$ cat src/rtl/mem_stage_async_pkg.sv
// ----------------------------------------------------------------------------
// mem_stage_async_pkg : bus layouts, FSM encodings and mem_op indices for MEM
// rev 1.0
// ----------------------------------------------------------------------------
`default_nettype none

package mem_stage_async_pkg;

  // mem_op is one-hot; each index names a load flavour
  localparam int OP_B     = 0;
  localparam int OP_BU    = 1;
  localparam int OP_H     = 2;
  localparam int OP_HU    = 3;
  localparam int OP_W     = 4;
  localparam int OP_WL    = 5;
  localparam int OP_WR    = 6;
  localparam int MEM_OP_W = 7;

  typedef logic [1:0] ms_state_t;
  localparam ms_state_t MS_IDLE = 2'd0;
  localparam ms_state_t MS_WAIT = 2'd1;
  localparam ms_state_t MS_DONE = 2'd2;

  typedef struct packed {
    logic                excp_valid;
    logic [4:0]          execode;
    logic                es_req;
    logic [MEM_OP_W-1:0] mem_op;
    logic                res_from_mem;
    logic                gr_we;
    logic [4:0]          dest;
    logic [31:0]         rt_value;
    logic [31:0]         alu_result;
    logic [31:0]         pc;
  } es_to_ms_t;

  typedef struct packed {
    logic        excp_valid;
    logic [4:0]  execode;
    logic        gr_we;
    logic [4:0]  dest;
    logic [31:0] final_result;
    logic [31:0] pc;
  } ms_to_ws_t;

  typedef struct packed {
    logic        gr_we;
    logic [4:0]  dest;
    logic [31:0] final_result;
  } ms_fw_t;

  localparam int ES_TO_MS_BUS_WD = $bits(es_to_ms_t);
  localparam int MS_TO_WS_BUS_WD = $bits(ms_to_ws_t);
  localparam int FW_BUS_WD       = $bits(ms_fw_t);

endpackage

`default_nettype wire

$ cat src/rtl/mem_stage_async_if.sv
// ----------------------------------------------------------------------------
// mem_stage_async_if : EXE/WB handshakes, forwarding and data-memory response
// rev 1.0
// ----------------------------------------------------------------------------
`default_nettype none

interface mem_stage_async_if #(
  parameter int DATA_W = 32
);
  import mem_stage_async_pkg::*;

  logic              es_to_ms_valid;
  es_to_ms_t         es_to_ms_bus;
  logic              ms_allowin;
  logic              ws_allowin;
  logic              ms_to_ws_valid;
  ms_to_ws_t         ms_to_ws_bus;
  ms_fw_t            ms_to_ds_fw_bus;
  logic              ms_fw_pending;
  logic              data_sram_data_ok;
  logic [DATA_W-1:0] data_sram_rdata;
  logic              flush;

  // master: the surrounding pipeline and memory; slave: the MEM stage
  modport master (
    output es_to_ms_valid, es_to_ms_bus, ws_allowin,
           data_sram_data_ok, data_sram_rdata, flush,
    input  ms_allowin, ms_to_ws_valid, ms_to_ws_bus,
           ms_to_ds_fw_bus, ms_fw_pending
  );

  modport slave (
    input  es_to_ms_valid, es_to_ms_bus, ws_allowin,
           data_sram_data_ok, data_sram_rdata, flush,
    output ms_allowin, ms_to_ws_valid, ms_to_ws_bus,
           ms_to_ds_fw_bus, ms_fw_pending
  );

endinterface

`default_nettype wire

$ cat src/rtl/mem_stage_async_ld_align.sv
// ----------------------------------------------------------------------------
// ld_align : picks the addressed 32-bit word and applies b/bu/h/hu/w/wl/wr
// rev 1.0
// ----------------------------------------------------------------------------
`default_nettype none

module ld_align
  import mem_stage_async_pkg::*;
#(
  parameter int DATA_W = 32,
  parameter int OFF_W  = $clog2(DATA_W / 8)
) (
  input  wire [DATA_W-1:0]   rdata,
  input  wire [OFF_W-1:0]    off,
  input  wire [MEM_OP_W-1:0] mem_op,
  input  wire [31:0]         rt_value,
  output logic [31:0]        mem_result
);

  logic [31:0] word;
  logic [1:0]  bo;
  logic [7:0]  byte_v;
  logic [15:0] half_v;

  assign bo = off[1:0];

  generate
    if (DATA_W == 32) begin : g_word32
      assign word = rdata[31:0];
    end else begin : g_word_sel
      logic [OFF_W-3:0] wsel;
      assign wsel = off[OFF_W-1:2];
      assign word = rdata[{wsel, 5'b00000} +: 32];
    end
  endgenerate

  always_comb begin
    byte_v     = word[{bo, 3'b000} +: 8];
    half_v     = word[{bo[1], 4'b0000} +: 16];
    mem_result = word;
    if (mem_op[OP_B])       mem_result = {{24{byte_v[7]}}, byte_v};
    else if (mem_op[OP_BU]) mem_result = {24'b0, byte_v};
    else if (mem_op[OP_H])  mem_result = {{16{half_v[15]}}, half_v};
    else if (mem_op[OP_HU]) mem_result = {16'b0, half_v};
    else if (mem_op[OP_WL]) begin
      // little-endian lwl: memory bytes fill the register from the top down
      case (bo)
        2'd0:    mem_result = {word[7:0],  rt_value[23:0]};
        2'd1:    mem_result = {word[15:0], rt_value[15:0]};
        2'd2:    mem_result = {word[23:0], rt_value[7:0]};
        default: mem_result = word;
      endcase
    end else if (mem_op[OP_WR]) begin
      case (bo)
        2'd0:    mem_result = word;
        2'd1:    mem_result = {rt_value[31:24], word[31:8]};
        2'd2:    mem_result = {rt_value[31:16], word[31:16]};
        default: mem_result = {rt_value[31:8],  word[31:24]};
      endcase
    end
  end

endmodule

`default_nettype wire

$ cat src/rtl/mem_stage_async.sv
// ----------------------------------------------------------------------------
// mem_stage_async : MEM stage waiting on split-transaction load data, with
// response buffering for WB stalls and draining of cancelled requests. rev 1.0
// ----------------------------------------------------------------------------
`default_nettype none

module mem_stage_async
  import mem_stage_async_pkg::*;
#(
  parameter int DATA_W    = 32,
  parameter int MAX_OUTST = 2
) (
  input wire          clk,
  input wire          resetn,
  mem_stage_async_if.slave io
);

  localparam int LANE_BITS = $clog2(DATA_W / 8);
  localparam int CNT_W     = $clog2(MAX_OUTST + 1);
  localparam logic [CNT_W:0] CNT_ONE = {{CNT_W{1'b0}}, 1'b1};
  localparam logic [CNT_W:0] CNT_MAX = {1'b0, CNT_W'(MAX_OUTST)};

  ms_state_t         state;
  ms_state_t         state_nxt;
  es_to_ms_t         ms_bus;
  logic [DATA_W-1:0] rdata_buf;
  logic              buf_vld;
  logic [CNT_W-1:0]  discard_cnt;
  logic [CNT_W:0]    cnt_sum;
  logic              ms_valid;
  logic              ok_hit;
  logic              ready_go;
  logic              accept;
  logic [DATA_W-1:0] ld_src;
  logic [31:0]       mem_result;
  logic [31:0]       final_result;

  assign ms_valid = (state != MS_IDLE);
  // a beat belongs to this instruction only once every cancelled request has drained
  assign ok_hit   = io.data_sram_data_ok && (discard_cnt == '0);
  assign accept   = io.es_to_ms_valid && io.ms_allowin && !io.flush;

  always_ff @(posedge clk or negedge resetn) begin
    if (!resetn) state <= MS_IDLE;
    else         state <= state_nxt;
  end

  always_comb begin
    state_nxt = state;
    if (io.flush)                          state_nxt = MS_IDLE;
    else if (accept)                       state_nxt = io.es_to_ms_bus.es_req ? MS_WAIT : MS_DONE;
    else if (ready_go && io.ws_allowin)    state_nxt = MS_IDLE;
    else if (state == MS_WAIT && ok_hit)   state_nxt = MS_DONE;
  end

  always_comb begin
    ready_go          = (state == MS_DONE) || (state == MS_WAIT && ok_hit);
    io.ms_allowin     = !ms_valid || (ready_go && io.ws_allowin);
    io.ms_to_ws_valid = ms_valid && ready_go;
    io.ms_fw_pending  = ms_valid && ms_bus.res_from_mem && !ready_go;
  end

  always_ff @(posedge clk or negedge resetn) begin
    if (!resetn) begin
      ms_bus    <= '0;
      rdata_buf <= '0;
      buf_vld   <= 1'b0;
    end else begin
      if (accept) ms_bus <= io.es_to_ms_bus;
      if (state == MS_WAIT && ok_hit) rdata_buf <= io.data_sram_rdata;
      if (io.flush || accept)              buf_vld <= 1'b0;
      else if (state == MS_WAIT && ok_hit) buf_vld <= 1'b1;
    end
  end

  // requests killed by a flush still answer later; count them so their beats are dropped
  always_comb begin
    cnt_sum = {1'b0, discard_cnt};
    if (io.flush) begin
      if (state == MS_WAIT && !ok_hit)                    cnt_sum = cnt_sum + CNT_ONE;
      if (io.es_to_ms_valid && io.es_to_ms_bus.es_req)    cnt_sum = cnt_sum + CNT_ONE;
    end
    if (io.data_sram_data_ok && discard_cnt != '0) cnt_sum = cnt_sum - CNT_ONE;
  end

  always_ff @(posedge clk or negedge resetn) begin
    if (!resetn) discard_cnt <= '0;
    else         discard_cnt <= cnt_sum[CNT_W-1:0];
  end

  assign ld_src = buf_vld ? rdata_buf : io.data_sram_rdata;

  ld_align #(
    .DATA_W (DATA_W)
  ) u_ld_align (
    .rdata      (ld_src),
    .off        (ms_bus.alu_result[LANE_BITS-1:0]),
    .mem_op     (ms_bus.mem_op),
    .rt_value   (ms_bus.rt_value),
    .mem_result (mem_result)
  );

  assign final_result = ms_bus.res_from_mem ? mem_result : ms_bus.alu_result;

  always_comb begin
    io.ms_to_ws_bus    = '0;
    io.ms_to_ds_fw_bus = '0;
    if (ms_valid) begin
      io.ms_to_ws_bus.excp_valid   = ms_bus.excp_valid;
      io.ms_to_ws_bus.execode      = ms_bus.execode;
      io.ms_to_ws_bus.gr_we        = ms_bus.gr_we;
      io.ms_to_ws_bus.dest         = ms_bus.dest;
      io.ms_to_ws_bus.final_result = final_result;
      io.ms_to_ws_bus.pc           = ms_bus.pc;
      io.ms_to_ds_fw_bus.gr_we        = ms_bus.gr_we && !io.ms_fw_pending;
      io.ms_to_ds_fw_bus.dest         = ms_bus.dest;
      io.ms_to_ds_fw_bus.final_result = final_result;
    end
  end

  a_discard_range: assert property (@(posedge clk) disable iff (!resetn) cnt_sum <= CNT_MAX);
  a_wait_has_req:  assert property (@(posedge clk) disable iff (!resetn) (state == MS_WAIT) |-> ms_bus.es_req);
  a_excp_no_req:   assert property (@(posedge clk) disable iff (!resetn)
                     (accept && io.es_to_ms_bus.excp_valid) |-> !io.es_to_ms_bus.es_req);

endmodule

`default_nettype wire

$ cat src/flat_wrapper.sv
// flat-port wrapper written by rule: the top's interface ports become plain ports
module mem_stage_async_flat import mem_stage_async_pkg::*;
#(
  parameter int DATA_W    = 32,
  parameter int MAX_OUTST = 2
)
  (clk, resetn, io_es_to_ms_valid, io_es_to_ms_bus, io_ws_allowin, io_data_sram_data_ok, io_data_sram_rdata, io_flush, io_ms_allowin, io_ms_to_ws_valid, io_ms_to_ws_bus, io_ms_to_ds_fw_bus, io_ms_fw_pending);
  mem_stage_async_if #(.DATA_W(DATA_W)) io_i ();
  input wire clk;
  input wire resetn;
  input wire logic [$bits(io_i.es_to_ms_valid)-1:0] io_es_to_ms_valid;
  input wire logic [$bits(io_i.es_to_ms_bus)-1:0] io_es_to_ms_bus;
  input wire logic [$bits(io_i.ws_allowin)-1:0] io_ws_allowin;
  input wire logic [$bits(io_i.data_sram_data_ok)-1:0] io_data_sram_data_ok;
  input wire logic [$bits(io_i.data_sram_rdata)-1:0] io_data_sram_rdata;
  input wire logic [$bits(io_i.flush)-1:0] io_flush;
  output wire logic [$bits(io_i.ms_allowin)-1:0] io_ms_allowin;
  output wire logic [$bits(io_i.ms_to_ws_valid)-1:0] io_ms_to_ws_valid;
  output wire logic [$bits(io_i.ms_to_ws_bus)-1:0] io_ms_to_ws_bus;
  output wire logic [$bits(io_i.ms_to_ds_fw_bus)-1:0] io_ms_to_ds_fw_bus;
  output wire logic [$bits(io_i.ms_fw_pending)-1:0] io_ms_fw_pending;
  assign io_i.es_to_ms_valid = io_es_to_ms_valid;
  assign io_i.es_to_ms_bus = io_es_to_ms_bus;
  assign io_i.ws_allowin = io_ws_allowin;
  assign io_i.data_sram_data_ok = io_data_sram_data_ok;
  assign io_i.data_sram_rdata = io_data_sram_rdata;
  assign io_i.flush = io_flush;
  assign io_ms_allowin = io_i.ms_allowin;
  assign io_ms_to_ws_valid = io_i.ms_to_ws_valid;
  assign io_ms_to_ws_bus = io_i.ms_to_ws_bus;
  assign io_ms_to_ds_fw_bus = io_i.ms_to_ds_fw_bus;
  assign io_ms_fw_pending = io_i.ms_fw_pending;
  mem_stage_async #(.DATA_W(DATA_W), .MAX_OUTST(MAX_OUTST)) u_core (.clk(clk), .resetn(resetn), .io(io_i));
endmodule
$ cat config.mk
export PLATFORM = sky130hd
export DESIGN_NAME = mem_stage_async_flat
export DESIGN_NICKNAME = d
export VERILOG_FILES = /design/src/rtl/mem_stage_async_pkg.sv /design/src/rtl/mem_stage_async_if.sv /design/src/rtl/mem_stage_async_ld_align.sv /design/src/rtl/mem_stage_async.sv /design/src/flat_wrapper.sv
export SDC_FILE = /design/constraint.sdc
export NUM_CORES = 1
export LEC_CHECK = 0
export BUFFER_PORTS_ARGS = -buffer_cell sky130_fd_sc_hd__buf_2
export CORE_MARGIN = 4
export CORE_UTILIZATION = 53
export CTS_CLUSTER_DIAMETER = 50
export CTS_CLUSTER_SIZE = 12
export DETAILED_ROUTE_END_ITERATION = 12
export PLACE_DENSITY = 0.81
export SYNTH_ARGS = -nofsm -noshare
export SYNTH_HDL_FRONTEND = slang
export SYNTH_SLANG_ARGS = --single-unit
export TNS_END_PERCENT = 100
$ cat constraint.sdc
create_clock -name clk -period 3.25 [get_ports clk]
set_input_delay 0.4875 -clock clk [delete_from_list [all_inputs] [get_ports clk]]
set_output_delay 0.4875 -clock clk [all_outputs]
set_load 0.05 [all_outputs]
==> metrics.md <==
| Metric | Value |
|---|---|
| Outcome | `completed` |
| GRT Util Overall | `0.294` |
| IR drop worst, VDD | `0.534 mV` |
| Max Clock Skew | `0.0171 ns` |
| Final hold viol count | `0` |
| Site Rows | `48` |
| Startpoint class of the critical path | `register` |
| Insertion delay of the later-clocked pin in the worst-skew pair | `0.44 ns` |
| Ys Warns | `0` |
| Depth of the CTS H-tree | `4` |
| Critical-path top delay cell | `sky130_fd_sc_hd__dfrtp_2` |
| Reported leakage power | `0.00561 uW` |
| Violation count after the first detailed-routing iteration | `965` |
| Cells after synthesis | `856` |
| Post-detailed-placement half-perimeter wirelength | `21500 um` |
| I/O pins | `272` |
| Worst min path class | `primary input to asynchronous set/reset pin` |
| Most frequently used flop master after synthesis | `sky130_fd_sc_hd__dfrtp_1` |
| Crit path kind | `register to output pin` |
| Worst path arrival time | `2.75 ns` |
| Power density relative to cell area | `746 nW/um2` |
| Worst R2R Path Depth | `8` |
| Chip height | `142 um` |
| Synthesis-to-finish area growth | `28.7%` |
| Number of maximum-capacitance constraint violations | `0` |
| Pins Over Slew Limit | `0` |
| Global placement routability congestion | `0.995` |
| Largest stage delay, worst path | `0.44 ns` |
| Number of nets in the synthesized netlist | `1012` |
| Clock-pin slew of the registers on the worst-case setup and hold paths | `0.07 ns` |
| Launching point of the worst reg2reg path | `u_core.discard_cnt[0]$_DFF_PN0_` |
| Final Cycle Share | `0.996` |
| Critical path depth in cells | `8` |
| Post-synthesis cell area | `9550 um2` |
| Launch point of the worst path | `u_core.buf_vld$_DFFE_PN0P_` |
| RSZ-0062 raised after global routing | `true` |
| Number of nets in the final layout | `1250` |
| Horiz. Die Dim | `142 um` |
| CP delay by family, top | `compound AO/OA/AOI/OAI gates` |
| Total core area | `17500 um2` |
| Synth unique cells | `49` |
| Proportion of register bits with asynchronous set or reset after synthesis | `1.00` |
| Number of global-route vias before repair | `8473` |
| Area after detailed placement | `11000 um2` |
| Layout cells sized above 1 | `0.556` |
| Maximum number of pins on one net before global-route repair | `73` |
| Series of cell instances along the critical path | `buf_6 > buf_12 > mux2_2 > a221oi_1 > a21oi_1 > a211oi_2 > nor3_4 > buf_4` |
| Buffers and inverters on the worst path | `3` |
| CTS root buffer | `sky130_fd_sc_hd__clkbuf_16` |
| CP endpoint kind | `output pin` |
| Number of nets with antenna violations after detailed routing | `0` |
| Number of enable flip-flop cells after synthesis | `0` |
| Number of register bits inferred by synthesis | `152` |
| Worst path setup slack after routing | `0.0122 ns` |
| Tmin final | `3.24 ns` |
| Number of setup violations in the final report | `0` |
| Worst max-slew margin expressed relative to the limit | `0.542` |
| Final global-route overflow total | `0` |
| Worst slew pin tran | `0.687 ns` |
| First-pass iteration count of the detailed router | `6` |
| Number of CTS-inserted buffers | `17` |
| Routed wirelength normalized by instance count | `22.7 um` |
| Final Cell Area | `12300 um2` |
| Worst slack at placement | `0.123 ns` |
| Port bufs | `270` |
| Initial antenna violation count | `2` |
| Deepest clock path buffer count | `2` |
| Post-Route WL | `30200 um` |
| Fill cell instance count of the final layout | `1274` |
| Mapped Avg Cell Area | `11.2 um2` |
| Post-synthesis sequential area ratio | `0.398` |
| Final core utilization | `0.704` |
| Global-route wire length before repair | `46000 um` |
| Maximum frequency from static timing analysis | `309 MHz` |
| Clock Sink Count | `152` |
| Worst-path fanout max | `12` |
| Area of the die | `20200 um2` |
| Initial core utilization | `0.547` |
| DRC violations left | `0` |
| Data required time of the worst path | `2.76 ns` |
| Final Power | `9170 uW` |
| TritonCTS clock tree | `built` |
| Avg Vias per Cell | `6.24` |
| Via count | `8312` |
| Number of buffers inserted by hold repair at cts | `0` |
-- path summary, 6_finish.rpt --
kind,endpoint,slack [ns]
max,io_ms_to_ds_fw_bus[20],0.01
min,u_core.rdata_buf[18]$_DFFE_PN0P_,0.07
max reg2reg,u_core.ms_bus[94]$_DFFE_PN0P_,0.83
min reg2reg,u_core.ms_bus[98]$_DFFE_PN0P_,0.50
max in group asynchronous,u_core.ms_bus[42]$_DFFE_PN0P_,2.42
min in group clk,u_core.ms_bus[114]$_DFFE_PN0P_,0.27
-- Yosys cell counts (all sizes together), types with 2 or more instances --
master   count  area [um2]
a211oi      12        90.1
a31oi        6        37.5
a222oi       3        30.0
mux4        27         653
o22ai       10        62.6
o2111ai      5        43.8
mux2i       14         140
nand2       33         124
and3b        8        70.1
a221o       12         120
o311ai       8        70.1
a22oi        9        67.6
xnor2        2        17.5
clkbuf      31         116
o211ai       4        30.0
nand3        3        15.0
a221oi      11        96.3
or2          4        25.0
nor3        13        65.1
a32oi        2        17.5
nor2b        7        43.8
nor2        39         146
and2        53         332
dfrtp      152        3800
nand2b      10        62.6
mux2       191        2150
o21ai       47         243
a21oi       40         204
inv          8        30.0
a21o         6        45.0
buf         76         504
-- cell type report --
class | count | area [um2] | share of cell area
multi-input combinational | 589 | 5370 | 0.437
sequential | 152 | 3810 | 0.310
tap | 225 | 282 | 0.0229
antenna | 1 | 2.50 | 0.000204
timing repair buffer | 326 | 2170 | 0.176
clock inverter | 14 | 205 | 0.0167
clock buffer | 18 | 429 | 0.0349
inverter | 8 | 33.8 | 0.00275
-- cells in the final DEF, fill, tap and decap left out, types with 8 or more instances in the layout --
cell type	instances
sky130_fd_sc_hd__and2_1	52
sky130_fd_sc_hd__buf_6	23
sky130_fd_sc_hd__clkbuf_16	17
sky130_fd_sc_hd__o21ai_0	40
sky130_fd_sc_hd__a221o_1	12
sky130_fd_sc_hd__buf_2	224
sky130_fd_sc_hd__nand2_1	32
sky130_fd_sc_hd__mux4_2	15
sky130_fd_sc_hd__a221oi_1	11
sky130_fd_sc_hd__nand2b_1	10
sky130_fd_sc_hd__nor2_1	39
sky130_fd_sc_hd__mux2_2	184
sky130_fd_sc_hd__a21oi_2	12
sky130_fd_sc_hd__mux4_1	12
sky130_fd_sc_hd__a22oi_1	9
sky130_fd_sc_hd__buf_12	8
sky130_fd_sc_hd__buf_4	65
sky130_fd_sc_hd__dfrtp_1	149
sky130_fd_sc_hd__a211oi_2	8
sky130_fd_sc_hd__mux2i_1	10
sky130_fd_sc_hd__a21oi_1	28
-- power breakdown --
group | switching (uW) | internal, uW
registers | 444 | 2440
clock network | 922 | 1250
logic | 2450 | 1670
total | 3810 | 5360
-- stage by stage --
step / cells / hold slack (ns) / setup TNS (ns)
floorplan: 856 / 0.192 / 0
global placement: 1285 / 0.478 / 0
detailed placement: 1285 / 0.486 / 0
CTS: 1330 / 0.0805 / 0
global route: 1332 / 0.115 / -0.805
finish: 1333 / 0.0717 / 0
-- per-layer routing --
metal,global-route usage,wire length [um]
met3,0.105,3520
met5,0,34
met4,0.126,1250
met1,0.357,10800
met2,0.476,14600
-- logic make-up (layout without fill, tap and decap cells) --
kind of cell / Yosys count / after routing / synth area share
mux: 232 / 232 / 0.308
compound gates: 180 / 180 / 0.127
simple gates: 172 / 172 / 0.0938
flops: 152 / 152 / 0.398
buf+inv: 115 / 366 / 0.0681
xor+xnor: 3 / 3 / 0.00275
fa+ha+maj: 2 / 2 / 0.00236
other cells: 0 / 1 / 0
-- registers in the layout (all words and copies together) (netlist names) --
signal and flops:
u_core.discard_cnt 2, u_core.buf_vld 1, u_core.ms_bus 115, u_core.state 2
u_core.rdata_buf 32
-- repair_timing --
action | CTS | global route
resized for setup | 38 | 119
hold endpoints to repair | 0 | 0
buffers inserted | 9 | 2
pin swaps | 3 | 13
cloned | 4 | 0
setup endpoints to repair | 48 | 60
No activity file was read; power rests on OpenSTA's default activity.
